$ cat config.mk
export PLATFORM = sky130hd
export DESIGN_NAME = universal_shift_register
export DESIGN_NICKNAME = d
export VERILOG_FILES = /design/src/rtl/usr_pkg.sv /design/src/rtl/usr_burst_ctrl.sv /design/src/rtl/universal_shift_register.sv
export SDC_FILE = /design/constraint.sdc
export NUM_CORES = 1
export LEC_CHECK = 0
export ABC_AREA = 1
export CAP_MARGIN = 30
export CORE_MARGIN = 2
export CORE_UTILIZATION = 45
export DETAILED_ROUTE_END_ITERATION = 10
export PLACE_DENSITY = 0.78
export SLEW_MARGIN = 25
export SYNTH_ARGS = -nofsm -noshare
export SYNTH_HDL_FRONTEND = slang
export SYNTH_SLANG_ARGS = --single-unit
$ cat constraint.sdc
create_clock -name clk -period 1.3 [get_ports clk]
set_input_delay 0.195 -clock clk [delete_from_list [all_inputs] [get_ports clk]]
set_output_delay 0.195 -clock clk [all_outputs]
set_load 0.05 [all_outputs]
$ cat src/rtl/usr_pkg.sv
// Shared constants and state type for the universal shift register.
// The optional burst-rotate feature is selected by the USR_ROTATE_EN macro.
package usr_pkg;

  localparam logic [1:0] MODE_HOLD = 2'b00;
  localparam logic [1:0] MODE_SHR  = 2'b01;
  localparam logic [1:0] MODE_SHL  = 2'b10;
  localparam logic [1:0] MODE_LOAD = 2'b11;

  localparam logic DIR_RIGHT = 1'b0;
  localparam logic DIR_LEFT  = 1'b1;

  typedef enum logic [1:0] {
    IDLE  = 2'd0,
    SHIFT = 2'd1,
    DONE  = 2'd2
  } usr_state_t;

endpackage

$ cat src/rtl/usr_burst_ctrl.sv
// Burst sequencer: latches the burst length and direction on start, then
// issues one shift-enable per cycle until the count runs out.
module usr_burst_ctrl
  import usr_pkg::*;
#(
  parameter int CNT_W = 3
) (
  input  logic             clk,
  input  logic             rst,
  input  logic             start,
  input  logic [CNT_W-1:0] shift_cnt,
  input  logic             dir,
  output logic             idle,
  output logic             busy,
  output logic             done,
  output logic             shift_en,
  output logic             shift_dir
);

  usr_state_t       state_q;
  logic [CNT_W-1:0] cnt_q;
  logic             dir_q;

  always_ff @(posedge clk or negedge rst) begin
    if (!rst) begin
      state_q <= IDLE;
      cnt_q   <= '0;
      dir_q   <= DIR_RIGHT;
    end else begin
      case (state_q)
        IDLE: begin
          if (start) begin
            cnt_q   <= shift_cnt;
            dir_q   <= dir;
            state_q <= (shift_cnt == '0) ? DONE : SHIFT;
          end
        end
        SHIFT: begin
          cnt_q <= cnt_q - CNT_W'(1);
          if (cnt_q == CNT_W'(1)) state_q <= DONE;
        end
        DONE:    state_q <= IDLE;
        default: state_q <= IDLE;
      endcase
    end
  end

  assign idle      = (state_q == IDLE);
  assign busy      = (state_q == SHIFT);
  assign done      = (state_q == DONE);
  assign shift_en  = (state_q == SHIFT);
  assign shift_dir = dir_q;

endmodule

$ cat src/rtl/universal_shift_register.sv
// WIDTH-bit hold/shift/load register with an autonomous N-position burst shift.
// Define USR_ROTATE_EN to make burst shifts rotate instead of using sin_r/sin_l.
module universal_shift_register
  import usr_pkg::*;
#(
  parameter int WIDTH = 4,
  parameter int CNT_W = 3
) (
  input  logic             clk,
  input  logic             rst,
  input  logic             en,
  input  logic [1:0]       mode,
  input  logic [WIDTH-1:0] din,
  input  logic             sin_r,
  input  logic             sin_l,
  input  logic             start,
  input  logic [CNT_W-1:0] shift_cnt,
  input  logic             dir,
  output logic [WIDTH-1:0] qout,
  output logic             sout_r,
  output logic             sout_l,
  output logic             busy,
  output logic             done
);

  logic             idle;
  logic             shift_en;
  logic             shift_dir;
  logic             fill_r;
  logic             fill_l;
  logic [WIDTH-1:0] q_next;

  usr_burst_ctrl #(.CNT_W(CNT_W)) u_ctrl (
    .clk       (clk),
    .rst       (rst),
    .start     (start),
    .shift_cnt (shift_cnt),
    .dir       (dir),
    .idle      (idle),
    .busy      (busy),
    .done      (done),
    .shift_en  (shift_en),
    .shift_dir (shift_dir)
  );

`ifdef USR_ROTATE_EN
  assign fill_r = qout[0];
  assign fill_l = qout[WIDTH-1];
`else
  assign fill_r = sin_r;
  assign fill_l = sin_l;
`endif

  // start in IDLE takes priority over manual modes and holds qout that edge
  always_comb begin
    q_next = qout;
    if (shift_en) begin
      if (shift_dir == DIR_LEFT) q_next = {qout[WIDTH-2:0], fill_l};
      else                       q_next = {fill_r, qout[WIDTH-1:1]};
    end else if (idle && !start && en) begin
      case (mode)
        MODE_HOLD: q_next = qout;
        MODE_SHR:  q_next = {sin_r, qout[WIDTH-1:1]};
        MODE_SHL:  q_next = {qout[WIDTH-2:0], sin_l};
        MODE_LOAD: q_next = din;
        default:   q_next = qout;
      endcase
    end
  end

  always_ff @(posedge clk or negedge rst) begin
    if (!rst) qout <= '0;
    else      qout <= q_next;
  end

  assign sout_r = qout[0];
  assign sout_l = qout[WIDTH-1];

endmodule

==> impl_results.md, run 1 <==
* Number of synthesized register bits at 10
* Final hold vios at 0
* Number of global-route vias before repair at 648
* Number of distinct library cell variants in the gate-level netlist after synthesis at 21
* Routed vias at 736
* 1st-pass router iterations at 4
* Portion of the post-synthesis area used by sequential elements at 0.331
* Crit path DAT at 1.04 ns
* Period utilization at 0.953
* Antenna violations before repair at 0
* Worst clock skew on the final layout at 0.00972 ns
* Number of synthesized flops with an enable pin at 0
* Number of H-tree levels at 1
* Clk_lat worst skew at between 0.2 and 0.3 ns
* Final number of max-transition violations at 0
* Clock tree root driver cell: clkbuf_4
* Crit path required time at 1.11 ns
* Nets at 147
* Detailed-route wire length at approximately 1700 um
* Remaining global-route overflow at 0
* Ys async rst share at 1.00
* Number of max-cap violations at 0
* Setup violation total in the final timing report at 0
* Final-layout setup total negative slack at 0 ns
* Cell Area, Synth at 757 um2
* Effective utilization at floorplan at 0.491
* Area of the core region at 0.00154 mm2
* Pwr/cell area at about 2500 mW/mm2
* Leakage Power at 0.543 nW
* Via/cell ratio at 5.15
* Net count after synthesis at 120
* I/O Pins at 24
* CP Capture Type: primary output
* Most frequent cells in the layout: 30 x nand2_1, 19 x nand3_1, 15 x clkdlybuf4s50_1
* Worst R2R Start: u_ctrl.state_q[1]$_DFFE_PN0P_
* Detailed Place HPWL at 1300 um
* Path class of the lowest-slack min-delay path: primary input to asynchronous set/reset pin
* Maximum number of pins on one net before global-route repair at 16
* Gate count of the mapped netlist at 102
* Status: finished, final reports clean
* Max Clk Rate at 807 MHz
* Commonest non-fill, non-tap cell in the layout: nand2_1
* Overall Global Routing Usage at 0.193
* CTS Hold Bufs at 0
* Detail-routed net length per standard cell at 11.8 um
* Clock Tree Buf Depth at 2
* Post-DRT Antenna Nets at 0
* Number of warnings issued by yosys at 0
* Most common flop cell mapped by yosys: dfrtp_1
* Area growth from synthesis to layout at 47.1%
* Minimum clock period after layout at 1.24 ns
* Average cell area after synthesis at 7.42 um2
* Share of cells above drive strength 1 at 0.244
* Rel. slew slack at 0.688
* Slew of the pin with the lowest slew margin at 0.466 ns
* Worst R2R Setup Slack at 0.11 ns
* CTS tree: built
* Clock transition at the register clock pins on the worst setup and hold paths after CTS at 0.07 ns
* DRC violation total after the first TritonRoute iteration at 15
* Sink Count at 10
* DIE WIDTH at 45.0 um
* RSZ-0062 raised after global routing: no
* Number of core rows at 14
* Final weighted congestion in routability-driven placement at 0.840
* Total placed cells including tap cells at approximately 140
* Count of input and output buffers at 23
* Filler Cells Inserted at 130
* Post-route DRC violation count at 0
* Class of the most critical setup path: flip-flop to primary output
* Worst-path maximum fanout at 7
* Wire length of the first global-routing pass at ~2800 um
* Fin cells at 143
* Cts bufs inserted at 3
* Startpoint of the most critical setup path: u_ctrl.state_q[1]$_DFFE_PN0P_
* Vert. Die Dim at 45.0 um
* Startpoint type of the worst setup path: flip-flop
* Total inserted antenna cells at 0
* Area of the die at 0.00203 mm2
* VDD IR max at 1.50 mV
* Worst Hold Slack at 0.247 ns
flip-flops by register name, indices dropped and copies added, names as in the netlist:
| signal | count |
|---|---|
| u_ctrl.shift_dir | 1 |
| u_ctrl.cnt_q | 3 |
| qout | 4 |
| u_ctrl.state_q | 2 |
report_power, final:
part / switching, W / leakage [nW] / internal [W]
registers: 0.000219 / 0.123 / 0.000464
logic: 0.00107 / 0.407 / 0.000853
clock network: 0.000103 / 0.0138 / 0.000107
synthesized netlist by cell type, types with 3 or more instances:
cell type	instances	area [um2]
inv_2	5	18.8
nand2_1	30	113
o211ai_1	4	30.0
dfrtp_1	10	250
buf_4	3	22.5
nand3_1	19	95.1
nor2_1	3	11.3
inv_1	8	30.0
layer usage:
metal / GRT usage / part of all wire / vias up
li1: - / - / 382
met1: 0.251 / 0.45 / 328
met2: 0.329 / 0.49 / 24
met5: 0 / 0 / -
met3: 0.0240 / 0.051 / 2
met4: 0.0706 / 0.010 / 0
layout make-up:
cell class / instances / area [um2] / area share
Multi-Input combinational cell: 74 / 427 / 0.383
Timing Repair Buffer: 26 / 333 / 0.299
Sequential cell: 10 / 251 / 0.226
Inverter: 14 / 60.1 / 0.0539
Clock buffer: 3 / 22.5 / 0.0202
Tap cell: 16 / 20.0 / 0.0180
stage by stage:
stage | power [W] | util | worst slack, ns | area (um2)
6_report | 0.00282 | 0.722 | 0.0613 | 1110
4_1_cts | 0.00283 | 0.721 | 0.0141 | 1110
5_1_grt | 0.00303 | 0.722 | 0.00441 | 1110
2_1_floorplan | 0.00186 | - | 0.0207 | 757
3_3_place_gp | 0.00249 | 0.688 | -0.121 | 1060
3_5_place_dp | 0.00253 | 0.688 | -0.120 | 1060
final timing paths:
path | cells after the start | endpoint
worst max-delay path | 4 | busy
worst min-delay path | 1 | u_ctrl.shift_dir$_DFFE_PN0P_
worst max register to register | 7 | u_ctrl.cnt_q[2]$_DFFE_PN0P_
worst min register to register | 2 | u_ctrl.cnt_q[2]$_DFFE_PN0P_
max in group asynchronous | 1 | u_ctrl.state_q[0]$_DFFE_PN0P_
min in group clk | 3 | u_ctrl.shift_dir$_DFFE_PN0P_
cell families after synthesis:
group | synth area share
xor+xnor | 0.0116
compound gates | 0.116
flops | 0.331
fa+ha+maj | 0.0331
buf+inv | 0.121
simple gates | 0.388
worst max-delay path, stage by stage (launching register included):
cell	delay, ns
dfrtp_1	0.37
inv_2	0.12
nand2_8	0.08
inv_8	0.08
buf_12	0.13
repair_timing:
| item | in CTS | in global routing |
|---|---|---|
| pin swaps | 1 | 0 |
| resized for setup | 3 | 1 |
| setup buffers | 2 | 0 |
| setup endpoints to repair | 1 | 1 |
(Power assumes the default switching activity.)
==> run 2: changes to the inputs <==
--- a/config.mk
+++ b/config.mk
@@ -6,11 +6,11 @@
 export NUM_CORES = 1
 export LEC_CHECK = 0
 export ABC_AREA = 1
-export CAP_MARGIN = 30
 export CORE_MARGIN = 2
-export CORE_UTILIZATION = 45
+export CORE_UTILIZATION = 40
 export DETAILED_ROUTE_END_ITERATION = 10
-export PLACE_DENSITY = 0.78
+export PLACE_DENSITY = 0.73
+export REMOVE_ABC_BUFFERS = 1
 export SLEW_MARGIN = 25
 export SYNTH_ARGS = -nofsm -noshare
 export SYNTH_HDL_FRONTEND = slang
==> constraint.sdc (replaced) <==
create_clock -name clk -period 1.1 [get_ports clk]
set_input_delay 0.165 -clock clk [delete_from_list [all_inputs] [get_ports clk]]
set_output_delay 0.165 -clock clk [all_outputs]
set_load 0.05 [all_outputs]
==> impl_results.md, run 2 (synthesized netlist as in run 1, its figures left out) <==
* Slew of the pin with the lowest slew margin at 0.247 ns (was 0.466 ns)
* Overall Global Routing Usage at 0.201 (was 0.193)
* Final number of max-transition violations at 0 (unchanged)
* Fin cells at 172 (was 143)
* CTS tree: built (unchanged)
* Clock tree root driver cell: clkbuf_4 (unchanged)
* Vert. Die Dim at 47.5 um (was 45.0 um)
* Area of the die at 0.00226 mm2 (was 0.00203 mm2)
* Worst stage delay on the critical path at 0.37 ns (about the same)
* RSZ-0062 raised after global routing: yes (was no)
* Final hold vios at 0 (unchanged)
* Maximum number of pins on one net before global-route repair at 11 (was 16)
* Smallest setup slack after layout at -0.116 ns (was 0.0613 ns)
* Clock transition at the register clock pins on the worst setup and hold paths after CTS at 0.07 ns (about the same)
* Area growth from synthesis to layout at 79.3% (was 47.1%)
* 1st-pass router iterations at 4 (unchanged)
* Detail-routed net length per standard cell at 12.7 um (was 11.8 um)
* Antenna violations before repair at 0 (unchanged)
* CP Capture Type: primary output (unchanged)
* Detailed Place HPWL at 1410 um (was 1300 um)
* Detailed-route wire length at 2190 um (was 1690 um)
* Setup violation total in the final timing report at 14 (was 0)
* Total placed cells including tap cells at 157 (was 138)
* Pwr/cell area at 3070 mW/mm2 (was 2530 mW/mm2)
* Remaining global-route overflow at 0 (unchanged)
* Number of max-cap violations at 0 (unchanged)
* Number of global-route vias before repair at 784 (was 648)
* Register ranked first by flip-flop count: qout (unchanged)
* Place WS at -0.235 ns (was -0.120 ns)
* Crit-path leading delay family: buffers and inverters (was flip-flops)
* Cts bufs inserted at 3 (unchanged)
* Largest registers ranked by flip-flop count: qout (4), u_ctrl.cnt_q (3), u_ctrl.state_q (2) (unchanged)
* Ordered list of cells on the worst path: inv_2 -> buf_6 -> nor2_4 -> buf_12 (was inv_2 -> nand2_8 -> inv_8 -> buf_12)
* Most frequent cells in the layout: 28 x nand2_1, 19 x nand3_1, 15 x clkdlybuf4s50_1, 15 x buf_4 (was 30 x nand2_1, 19 x nand3_1, 15 x clkdlybuf4s50_1)
* Rel. slew slack at 0.835 (was 0.688)
* DIE WIDTH at 47.5 um (was 45.0 um)
* Max FFs per register at 4 (unchanged)
* Path class of the lowest-slack min-delay path: primary input to asynchronous set/reset pin (unchanged)
* Routed vias at 865 (was 736)
* Commonest non-fill, non-tap cell in the layout: nand2_1 (unchanged)
* Minimum clock period after layout at about 1.2 ns
* Max Clk Rate at 822 MHz
* Clock Tree Buf Depth at 2 (unchanged)
* Final weighted congestion in routability-driven placement at 0.848 (was 0.840)
* Area of the core region at 0.00175 mm2 (was 0.00154 mm2)
* DRC violation total after the first TritonRoute iteration at 11 (was 15)
* VDD IR max at 2.19 mV (was 1.50 mV)
* Total inserted antenna cells at 0 (unchanged)
* Nets at 167 (was 147)
* Worst clock skew on the final layout at 0.00448 ns (was 0.00972 ns)
* Effective utilization at floorplan at 0.434 (was 0.491)
* Clk_lat worst skew at 0.26 ns (about the same)
* Library cell contributing the largest single delay on the critical path: dfrtp_1 (unchanged)
* Crit path required time at 0.94 ns (was 1.11 ns)
* Post-DRT Antenna Nets at 0 (unchanged)
* Period utilization at 1.11
* Wire length of the first global-routing pass at 3170 um (was 2790 um)
* CTS Hold Bufs at 0 (unchanged)
* I/O Pins at 24 (unchanged)
* Post-route DRC violation count at 0 (unchanged)
* Crit path DAT at 1.05 ns (was 1.04 ns)
* Leakage Power at 0.668 nW (was 0.543 nW)
* Count of input and output buffers at 23 (unchanged)
* Failing checks: setup timing
* Startpoint type of the worst setup path: flip-flop (unchanged)
* Class of the most critical setup path: flip-flop to primary output (unchanged)
* Number of H-tree levels at 1 (unchanged)
* Number of core rows at 15 (was 14)
* Status: finished, violations left (was finished, final reports clean)
* Number of buffer and inverter stages on the critical path at 3 (unchanged)
* Filler Cells Inserted at 123 (was 130)
* Via/cell ratio at 5.03 (was 5.15)
* Worst-path maximum fanout at 3 (was 7)
* Share of cells above drive strength 1 at 0.367 (was 0.244)
* Sink Count at 10 (unchanged)
run 2: final cells by class:
class | instances | area, um2 | share of cell area
Clock buffer | 3 | 22.5 | 0.0166
Tap cell | 25 | 31.3 | 0.0230
Timing Repair Buffer | 46 | 539 | 0.397
Multi-Input combinational cell | 74 | 453 | 0.334
Sequential cell | 10 | 251 | 0.185
Inverter | 14 | 60.1 | 0.0442
run 2: layer usage:
layer / global-route usage / routed length (um) / vias to the layer above
met4: 0.117 / 48 / 0
met1: 0.249 / 911 / 405
li1: - / - / 427
met2: 0.319 / 1120 / 27
met5: 0 / 0 / -
met3: 0.0453 / 107 / 6
run 2: where the power goes:
| part | leakage (nW) | switching (W) | internal (W) |
|---|---|---|---|
| Combinational | 0.531 | 0.00161 | 0.00157 |
| Sequential | 0.123 | 0.000197 | 0.000550 |
| Clock | 0.0138 | 0.000122 | 0.000126 |
| Total | 0.668 | 0.00192 | 0.00224 |
run 2: what timing repair did:
action / 4_1_cts / 5_1_grt
setup endpoints to repair: 8 / 18
resized for setup: 8 / 10
pin swaps: 2 / 6
cloned: 0 / 1
setup buffers: 8 / 4
run 2: path summary, 6_finish.rpt:
path                                               start                            end  slack [ns]  cells after the start
setup / recovery           u_ctrl.state_q[1]$_DFFE_PN0P_                           done       -0.12                      4
hold reg to reg              u_ctrl.cnt_q[2]$_DFFE_PN0P_    u_ctrl.cnt_q[2]$_DFFE_PN0P_        0.54                      2
setup reg to reg           u_ctrl.state_q[1]$_DFFE_PN0P_            qout[3]$_DFFE_PN0P_       -0.10                      8
hold / removal                                       rst   u_ctrl.shift_dir$_DFFE_PN0P_        0.19                      2
min in group clk                                     dir   u_ctrl.shift_dir$_DFFE_PN0P_        0.47                      3
max in group asynchronous                            rst  u_ctrl.state_q[0]$_DFFE_PN0P_        0.74                      2
run 2: stage by stage:
step / TNS (ns) / total power [W] / hold WS [ns] / util / area [um2]
4_1_cts: -0.738 / 0.00378 / 0.200 / 0.725 / 1270
2_1_floorplan: -1.01 / 0.00210 / -0.131 / - / 723
5_1_grt: -2.07 / 0.00443 / 0.199 / 0.778 / 1360
3_5_place_dp: -1.22 / 0.00322 / 0.470 / 0.665 / 1160
6_report: -0.944 / 0.00417 / 0.194 / 0.778 / 1360
3_3_place_gp: -1.06 / 0.00319 / 0.471 / 0.665 / 1160
